### src/rtl/mario_pkg.sv
// rtl/mario_pkg.sv - shared types and constants for the Mario sprite controller
package mario_pkg;

  typedef enum logic [2:0] {
    IDLE      = 3'd0,
    WALK_A    = 3'd1,
    WALK_B    = 3'd2,
    JUMP_UP   = 3'd3,
    JUMP_DOWN = 3'd4
  } state_t;

  localparam logic [1:0] FRM_STAND = 2'd0;
  localparam logic [1:0] FRM_MOVE  = 2'd1;
  localparam logic [1:0] FRM_JUMP  = 2'd2;

  localparam int SPRITE_W = 32;

endpackage

### src/rtl/mario_pixel_window.sv
// rtl/mario_pixel_window.sv - scan coordinate to sprite address, mirroring and colour register
module mario_pixel_window
  import mario_pkg::*;
(
  input  logic       clk,
  input  logic       rst,
  input  logic [9:0] pix_x,
  input  logic [9:0] pix_y,
  input  logic [9:0] mario_x,
  input  logic [9:0] mario_y,
  input  logic       facing_left,
  input  logic [1:0] mem_pixel,
  output logic [9:0] mem_horz,
  output logic [9:0] mem_vert,
  output logic [1:0] draw_mario
);

  logic [10:0] x_end;
  logic [10:0] y_end;
  logic        in_box;
  logic [4:0]  dx;
  logic [4:0]  dy;
  logic [1:0]  pix_clean;

  // Right/bottom edges are one bit wider so a sprite near 1023 cannot wrap.
  assign x_end  = {1'b0, mario_x} + 11'(SPRITE_W);
  assign y_end  = {1'b0, mario_y} + 11'(SPRITE_W);
  assign in_box = (pix_x >= mario_x) && ({1'b0, pix_x} < x_end) &&
                  (pix_y >= mario_y) && ({1'b0, pix_y} < y_end);

  // Only the low five bits of the offset matter inside the 32-px box.
  assign dx = pix_x[4:0] - mario_x[4:0];
  assign dy = pix_y[4:0] - mario_y[4:0];

  assign mem_horz = in_box ? {5'd0, (facing_left ? (5'd31 - dx) : dx)} : 10'd0;
  assign mem_vert = in_box ? {5'd0, dy} : 10'd0;

  // An unknown memory bit fails the if-test and resolves to 0.
  always_comb begin
    pix_clean = 2'b00;
    if (mem_pixel[1]) pix_clean[1] = 1'b1;
    if (mem_pixel[0]) pix_clean[0] = 1'b1;
  end

  always_ff @(posedge clk) begin
    if (rst) begin
      draw_mario <= 2'd0;
    end else if (in_box) begin
      draw_mario <= pix_clean;
    end else begin
      draw_mario <= 2'd0;
    end
  end

endmodule

### src/rtl/mario_sprite_ctrl.sv
// rtl/mario_sprite_ctrl.sv - Mario position, walk/jump state machine and sprite frame select
module mario_sprite_ctrl
  import mario_pkg::*;
#(
  parameter int X_START    = 64,
  parameter int GROUND_Y   = 400,
  parameter int X_MAX      = 640,
  parameter int STEP       = 2,
  parameter int JUMP_STEP  = 4,
  parameter int JUMP_TICKS = 8,
  parameter int ANIM_DIV   = 8
) (
  input  logic       clk,
  input  logic       rst,
  input  logic       frame_tick,
  input  logic       btn_left,
  input  logic       btn_right,
  input  logic       btn_jump,
  input  logic [9:0] pix_x,
  input  logic [9:0] pix_y,
  output logic [9:0] mem_horz,
  output logic [9:0] mem_vert,
  output logic [1:0] frame_sel,
  input  logic [1:0] mem_pixel,
  output logic [1:0] draw_mario,
  output logic [9:0] mario_x,
  output logic [9:0] mario_y
);

  localparam logic signed [10:0] X_LIM     = 11'(X_MAX - SPRITE_W);
  localparam logic signed [10:0] STEP_S    = 11'(STEP);
  localparam logic [9:0]         JSTEP     = 10'(JUMP_STEP);
  localparam logic [7:0]         ANIM_LAST = 8'(ANIM_DIV - 1);
  localparam logic [7:0]         JUMP_LAST = 8'(JUMP_TICKS - 1);

  state_t            state;
  logic              facing_left;
  logic [7:0]        anim_cnt;
  logic [7:0]        jump_cnt;
  logic              move_r;
  logic              move_l;
  logic              one_dir;
  logic signed [10:0] x_ext;
  logic signed [10:0] x_moved;
  logic [9:0]        x_next;

  assign move_r  = btn_right & ~btn_left;
  assign move_l  = btn_left & ~btn_right;
  assign one_dir = btn_left ^ btn_right;

  // Signed 11-bit arithmetic lets a step left of 0 go negative and be clamped.
  always_comb begin
    x_ext   = signed'({1'b0, mario_x});
    x_moved = x_ext;
    if (move_r) begin
      x_moved = x_ext + STEP_S;
    end else if (move_l) begin
      x_moved = x_ext - STEP_S;
    end
    if (x_moved < 11'sd0) begin
      x_next = 10'd0;
    end else if (x_moved > X_LIM) begin
      x_next = X_LIM[9:0];
    end else begin
      x_next = x_moved[9:0];
    end
  end

  always_ff @(posedge clk) begin
    if (rst) begin
      mario_x     <= 10'(X_START);
      mario_y     <= 10'(GROUND_Y);
      facing_left <= 1'b0;
      state       <= IDLE;
      anim_cnt    <= 8'd0;
      jump_cnt    <= 8'd0;
      frame_sel   <= FRM_STAND;
    end else if (frame_tick) begin
      mario_x <= x_next;
      if (move_r) begin
        facing_left <= 1'b0;
      end else if (move_l) begin
        facing_left <= 1'b1;
      end

      case (state)
        IDLE: begin
          if (btn_jump) begin
            state     <= JUMP_UP;
            jump_cnt  <= 8'd0;
            frame_sel <= FRM_JUMP;
          end else if (one_dir) begin
            state     <= WALK_A;
            anim_cnt  <= 8'd0;
            frame_sel <= FRM_STAND;
          end
        end

        WALK_A, WALK_B: begin
          if (btn_jump) begin
            state     <= JUMP_UP;
            jump_cnt  <= 8'd0;
            frame_sel <= FRM_JUMP;
          end else if (!one_dir) begin
            state     <= IDLE;
            frame_sel <= FRM_STAND;
          end else if (anim_cnt == ANIM_LAST) begin
            anim_cnt <= 8'd0;
            if (state == WALK_A) begin
              state     <= WALK_B;
              frame_sel <= FRM_MOVE;
            end else begin
              state     <= WALK_A;
              frame_sel <= FRM_STAND;
            end
          end else begin
            anim_cnt <= anim_cnt + 8'd1;
          end
        end

        JUMP_UP: begin
          mario_y <= mario_y - JSTEP;
          if (jump_cnt == JUMP_LAST) begin
            state    <= JUMP_DOWN;
            jump_cnt <= 8'd0;
          end else begin
            jump_cnt <= jump_cnt + 8'd1;
          end
        end

        JUMP_DOWN: begin
          if (jump_cnt == JUMP_LAST) begin
            // The descent mirrors the ascent, so this lands exactly on the ground.
            mario_y   <= 10'(GROUND_Y);
            state     <= IDLE;
            jump_cnt  <= 8'd0;
            frame_sel <= FRM_STAND;
          end else begin
            mario_y  <= mario_y + JSTEP;
            jump_cnt <= jump_cnt + 8'd1;
          end
        end

        default: begin
          state     <= IDLE;
          frame_sel <= FRM_STAND;
        end
      endcase
    end
  end

  mario_pixel_window u_window (
    .clk         (clk),
    .rst         (rst),
    .pix_x       (pix_x),
    .pix_y       (pix_y),
    .mario_x     (mario_x),
    .mario_y     (mario_y),
    .facing_left (facing_left),
    .mem_pixel   (mem_pixel),
    .mem_horz    (mem_horz),
    .mem_vert    (mem_vert),
    .draw_mario  (draw_mario)
  );

endmodule

### config.mk
export PLATFORM = sky130hd
export DESIGN_NAME = mario_sprite_ctrl
export DESIGN_NICKNAME = d
export VERILOG_FILES = /design/src/rtl/mario_pkg.sv /design/src/rtl/mario_pixel_window.sv /design/src/rtl/mario_sprite_ctrl.sv
export SDC_FILE = /design/constraint.sdc
export NUM_CORES = 1
export LEC_CHECK = 0
export ABC_AREA = 1
export CAP_MARGIN = 20
export CORE_UTILIZATION = 35
export CTS_CLUSTER_DIAMETER = 30
export DETAILED_ROUTE_END_ITERATION = 10
export GPL_TIMING_DRIVEN = 0
export PLACE_DENSITY = 0.55
export SLEW_MARGIN = 10
export SYNTH_ARGS = -nofsm -noshare
export SYNTH_HDL_FRONTEND = slang
export SYNTH_SLANG_ARGS = --single-unit
### constraint.sdc
create_clock -name clk -period 5.57 [get_ports clk]
set_input_delay 1.114 -clock clk [delete_from_list [all_inputs] [get_ports clk]]
set_output_delay 1.114 -clock clk [all_outputs]
set_load 0.02 [all_outputs]
## Yosys cells after proc, flatten, opt, wreduce, memory -nomap -nowiden

Cells that the tools add are included.

| word-level totals | value |
|---|---|
| register bits after elaboration | 44 |
| latch bits | 0 |
| output and inout port bits | 44 |
| bits of input ports | 28 |
| memories kept | 0 |
| bits in writable memories | 0 |
| word-level logic and storage cells | 104 |
| ROM bits | 0 |

| cells by class | value |
|---|---|
| shift operators | 0 |
| multiply operators | 0 |
| $lt $le $gt $ge | 6 |
| equal/unequal tests | 15 |
| div/mod/pow operators | 0 |
| bitwise logic cells | 7 |
| reductions and logical operators | 18 |
| $add $sub $neg | 11 |
| mux-type cells | 39 |

Operator list:

| cell | count |
|---|---|
| $mux 8 | 7 |
| $pmux 8 s2 | 2 |
| $mux 10 | 3 |
| $add 10x6->11 const B | 2 |
| $lt 10x11->1 | 2 |
| $mux 11 | 2 |
| $mux 3 | 7 |
| $ge 10x10->1 | 2 |
| $pmux 10 s2 | 1 |
| $add 8x1->8 const B | 2 |
| $eq 8x3->1 const B | 2 |
| $mux 5 | 3 |
| $mux 2 | 7 |
| $ne 2x2->1 const B | 6 |
| $pmux 3 s4 | 1 |
| $add 10x2->11 const B | 1 |
| $gt 11x11->1 const B | 1 |
| $lt 11x1->1 const B | 1 |
| $sub 10x2->11 const B | 1 |
| $add 10x3->10 const B | 1 |
| $reduce_and 5->1 | 2 |
| $sub 10x3->10 const B | 1 |
| $sub 5x5->5 | 2 |
| $pmux 2 s4 | 1 |
| 19 further kinds | 36 |

## Longest topological paths before layout

| depth | value |
|---|---|
| word-level depth | 7 |
| mapped depth | 16 |
| mapped depth without buffers | 16 |

## Hierarchy

From an unflattened synthesis, not the netlist that was laid out.

| unflattened totals | value |
|---|---|
| cell total of the unflattened synthesis | 654 |
| area, all modules | 4191.5 µm² |

By module, submodules not included:

| module | cells an instance | area each (µm²) | sequential area each (µm²) | times used |
|---|---|---|---|---|
| mario_sprite_ctrl | 435 | 2845.2 | 780.7 | 1 |
| mario_pixel_window | 219 | 1346.3 | 40.0 | 1 |

## Worst setup path after synthesis

Ideal clock, no wire load.

| timing | value |
|---|---|
| path kind | in2out |
| start | input pix_x[3] |
| end | output mem_horz[0] |
| data required time | 4456 ps |
| setup slack | 1957 ps |
| path buffers | 0 |
| arrival | 2499 ps |
| cell stages on the path | 9 |
| cell sequence | ha_1 -> inv_1 -> nor3_1 -> nand2_1 -> o2111ai_1 -> nand2_1 -> nor2_2 -> nand2_2 -> nor2_1 |

| on the way | value |
|---|---|
| longest elaborated chain between the ends | 5 |
| elaborated cells between the ends (all ways) | 6 |
| those cells by class | 2 x order compare; 1 x mux; 3 x reduce/logical |

Ends and longest elaborated chain:

| item | RTL line | RTL |
|---|---|---|
| start, declared | mario_sprite_ctrl.sv:19 | `input logic [9:0] pix_x,` |
| $lt 10x11->1 or $ge 10x10->1 (tied branches) | mario_pixel_window.sv:28 | `assign in_box = (pix_x >= mario_x) && ({1'b0, pix_x} < x_end) &&` |
| $logic_and 1x1->1 (*) (2 in series) | mario_pixel_window.sv:28 |  |
| $logic_and 1x1->1 (*) | mario_pixel_window.sv:29 | `(pix_y >= mario_y) && ({1'b0, pix_y} < y_end);` |
| $mux 5 (*) | mario_pixel_window.sv:35 | `assign mem_horz = in_box ? {5'd0, (facing_left ? (5'd31 - dx) : dx)} : 10'd0;` |
| end, declared | mario_sprite_ctrl.sv:21 | `output logic [9:0] mem_horz,` |

Mark *: on every way between the ends. The rest lies on a longest branch, timed or not.

## Worst setup path after layout

| timing | value |
|---|---|
| start | input pix_x[2] |
| end | output mem_vert[4] |

| on the way | value |
|---|---|
| longest elaborated chain between the ends | 5 |
| elaborated cells between the ends (all ways) | 6 |
| those cells by class | 2 x order compare; 1 x mux; 3 x reduce/logical |

Ends and longest elaborated chain:

| item | RTL line | RTL |
|---|---|---|
| $lt 10x11->1 or $ge 10x10->1 (tied branches) | mario_pixel_window.sv:28 |  |
| $logic_and 1x1->1 (*) (2 in series) | mario_pixel_window.sv:28 |  |
| $logic_and 1x1->1 (*) | mario_pixel_window.sv:29 |  |
| $mux 5 (*) | mario_pixel_window.sv:36 | `assign mem_vert = in_box ? {5'd0, dy} : 10'd0;` |
| end, declared | mario_sprite_ctrl.sv:22 | `output logic [9:0] mem_vert,` |

Marked as above.

==> summary.md <==
| Metric | Value |
|---|---|
| Worst slew pin tran | 0.5389 ns |
| Tmin final | between 4 and 5 ns |
| Synth warn | 0 |
| RSZ-0062 raised after global routing | no |
| Port Buffer Count | a little under 60 |
| Vias in the first global route | about 3,500 |
| Gr usage total | roughly 18% |
| Clk root buf | clkbuf_8 |
| Switching Share | between 30% and 40% |
| Run status | finished clean |
| Hold-fix buffers, CTS | 0 |
| I/O pins | 72 |
| CTS tree | done |
| DRC Markers | 0 |
| Drt initial violations | around 130 |
| Psw | roughly 0.35 mW |
| Multi-input gate area | between 0.002 and 0.003 mm2 |
| Final nets | roughly 700 |
| Setup TNS | 0 ns |
| Max clock buf depth | 2 |
| First-pass DRT Iterations | 4 |
| Hold Path Class | flip-flop to flip-flop |
| Routed Antenna Nets | 0 |
| Share of layout cells above drive strength 1 | 10.35% |
| Max-cap violation count | 0 |
| Die area | between 0.01 and 0.015 mm2 |
| Worst EP arrival | roughly 3.6 ns |
| Synth-to-Final Area Change | 24.76% |
| DR vias/cell | a little under 5 |
| Maximum vdd drop | around 0.099 mV |
| Reg power frac | 35.0% |
| WP data required | about 4.5 ns |
| CORE AREA | approximately 0.010 mm2 |
| Flops & latches, synth | 41 |
| Final worst path period share | 84.74% |
| Total CTS buffers | 5 |
| Seq/Total Area, Yosys | between 20 and 25% |
| P_leak | slightly above 2 nW |
| Routed WL | about 9400 um |
| Register clock-pin slew on the reported worst setup and hold paths | about 0.08 ns |
| DR vias | roughly 3,700 |
| Most frequent cells in the layout | 109 x nand2_1, 58 x clkdlybuf4s50_1, 52 x inv_1, 52 x nor2_1, 51 x a21oi_1 |
| Mapped cell area | between 0.003 and 0.004 mm2 |
| Antenna violations before repair | 0 |
| Largest net degree at the start of global routing | 14 |
| Initial core utilization | between 30% and 40% |
| Gate power share | 37.9% |
| Power per cell area | roughly 200 mW/mm2 |
| Reg area | 820.8 um2 |
| Clock Power Share | 27.1% |
| Syn Inst Count | 548 |
| F_max | between 200 and 250 MHz |
| H-tree levels | 2 |
| Die Wd | 105.2 um |
| Post-CTS sizing | 0 |
| Total grt overflow | 0 |
| CP Class | input pin to output port |
| Detailed placement HPWL | roughly 7600 um |
| Final setup fails | 0 |
| Post-DP Area | around 0.0045 mm2 |
| Final hold vios | 0 |
| Die Ht | 105.2 um |
| Worst skew pair latency | ~0.30 ns |
| Internal power | approximately 0.60 mW |
| Number of clock sinks | between 40 and 50 |
| WL/cell | around 12 um |
| Final Skew | 0.004393 ns |
| Commonest non-fill, non-tap cell in the layout | nand2_1 |
| Syn Area/Cell | around 6.8 um2 |
| Hold_ws | between 0.4 and 0.5 ns |
| # diodes | 0 |
| CP startpoint kind | input pin |
| Filler Cell Count | 1,074 |
| Row count | 37 |
| Finished Cell Area | roughly 0.0047 mm2 |
| Postcts setup bufs | 0 |
| RD Place Congestion | between 0.8 and 0.9 |
| CP max FO | 10 |
| First-pass GRT wire length | around 16,000 um |
| Final core occ | a little under half |
| Slew Limit Fails | 0 |
| Netlist cell types | between 40 and 50 |
| Slew margin rel. | ~64% |
| Endpoint class of the critical path | output port |
-- path summary, 6_finish.rpt --
check,start,endpoint,slack (ns),cells past startpoint
worst max-delay path,pix_x[2],mem_vert[4],0.85,11
worst min-delay path,frame_sel[0],frame_sel[0],0.48,2
worst max register to register,mario_x[5],u_window.draw_mario[1],3.34,12
worst min register to register,frame_sel[0],frame_sel[0],0.48,2
-- through the flow --
stage / total power [mW] / setup slack, ns / instances
after detailed placement: 0.6986 / 0.7881 / 756
after global routing: 1.016 / 0.6023 / 764
final: 0.9476 / 0.8500 / 764
after CTS: 0.9598 / 0.7787 / 764
after global placement: 0.6923 / 0.8434 / 756
after floorplan: 0.5882 / 1.957 / 562
-- registers in the layout (all words and copies together) (netlist names) --
register	count
state	3
jump_cnt	8
u_window.draw_mario	2
mario_x	9
anim_cnt	8
mario_y	8
frame_sel	2
facing_left	1
-- cell families (layout without fill, tap and decap cells) --
group	after synthesis	after routing	synth area share [%]
other	2	16	0.2013
and+or+nand+nor	252	252	30.93
xor gates and xnor gates	24	24	5.636
DFF	41	41	22.01
buffers and inverters	85	151	10.67
AOI/OAI and AO/OA	101	101	15.93
adders and majority gates	43	43	14.63
-- layout make-up --
| cell class | count | share of cell area [%] |
|---|---|---|
| Multi-Input combinational cell | 436 | 55.10 |
| Sequential cell | 41 | 17.64 |
| Timing Repair Buffer | 58 | 12.48 |
| Inverter | 60 | 4.840 |
| Buffer | 25 | 3.711 |
| Tap cell | 136 | 3.657 |
| Clock buffer | 6 | 1.775 |
| Clock inverter | 2 | 0.8067 |
-- per-layer routing --
layer | global-route usage, % | share of wire (%) | vias to the layer above
li1 | - | - | 1965
met4 | 4.829 | 1.5 | 0
met5 | 0 | 0 | -
met2 | 29.65 | 46 | 59
met3 | 2.474 | 3.4 | 13
met1 | 23.58 | 49 | 1662
-- cells in the mapped netlist (all sizes together) --
cell	count	area, um2
nand4	11	68.82
xnor2	6	52.55
nor3	19	105.1
buf	20	142.6
o31a	2	17.52
and3	4	25.02
nand3b	2	15.01
o211a	1	10.01
clkbuf	5	30.02
nand2	114	445.4
o211ai	6	45.04
nor2	61	261.5
a21oi	53	272.8
inv	60	225.2
o21a	2	15.01
or2	2	12.51
xor2	18	157.7
a211oi	5	42.54
ha	42	525.5
o2111ai	1	8.760
dfxtp	41	820.8
fa	1	20.02
nor4	3	25.02
conb	2	7.510
o221ai	3	26.28
a31oi	1	6.260
nand3	36	195.2
o21ai	27	150.2
-- worst max-delay path, cell delays in order --
cell	delay (ns)
clkdlybuf4s50_1	0.43
ha_1	0.39
nand2_1	0.10
nor3_1	0.14
nand2_1	0.07
o2111ai_1	0.22
nand2_1	0.10
nor2_2	0.13
nand2_2	0.15
nor2_1	0.15
clkdlybuf4s50_1	0.61
-- power groups by stage --
stage          registers [mW]  logic [mW]  clock network, mW
2_1_floorplan           0.346       0.243                  0
4_1_cts                 0.332       0.362              0.266
5_1_grt                 0.334       0.408              0.274
3_5_place_dp            0.339       0.360                  0
6_report                0.332       0.359              0.257
3_3_place_gp            0.338       0.354                  0
Power figures use the tool's default switching activity.
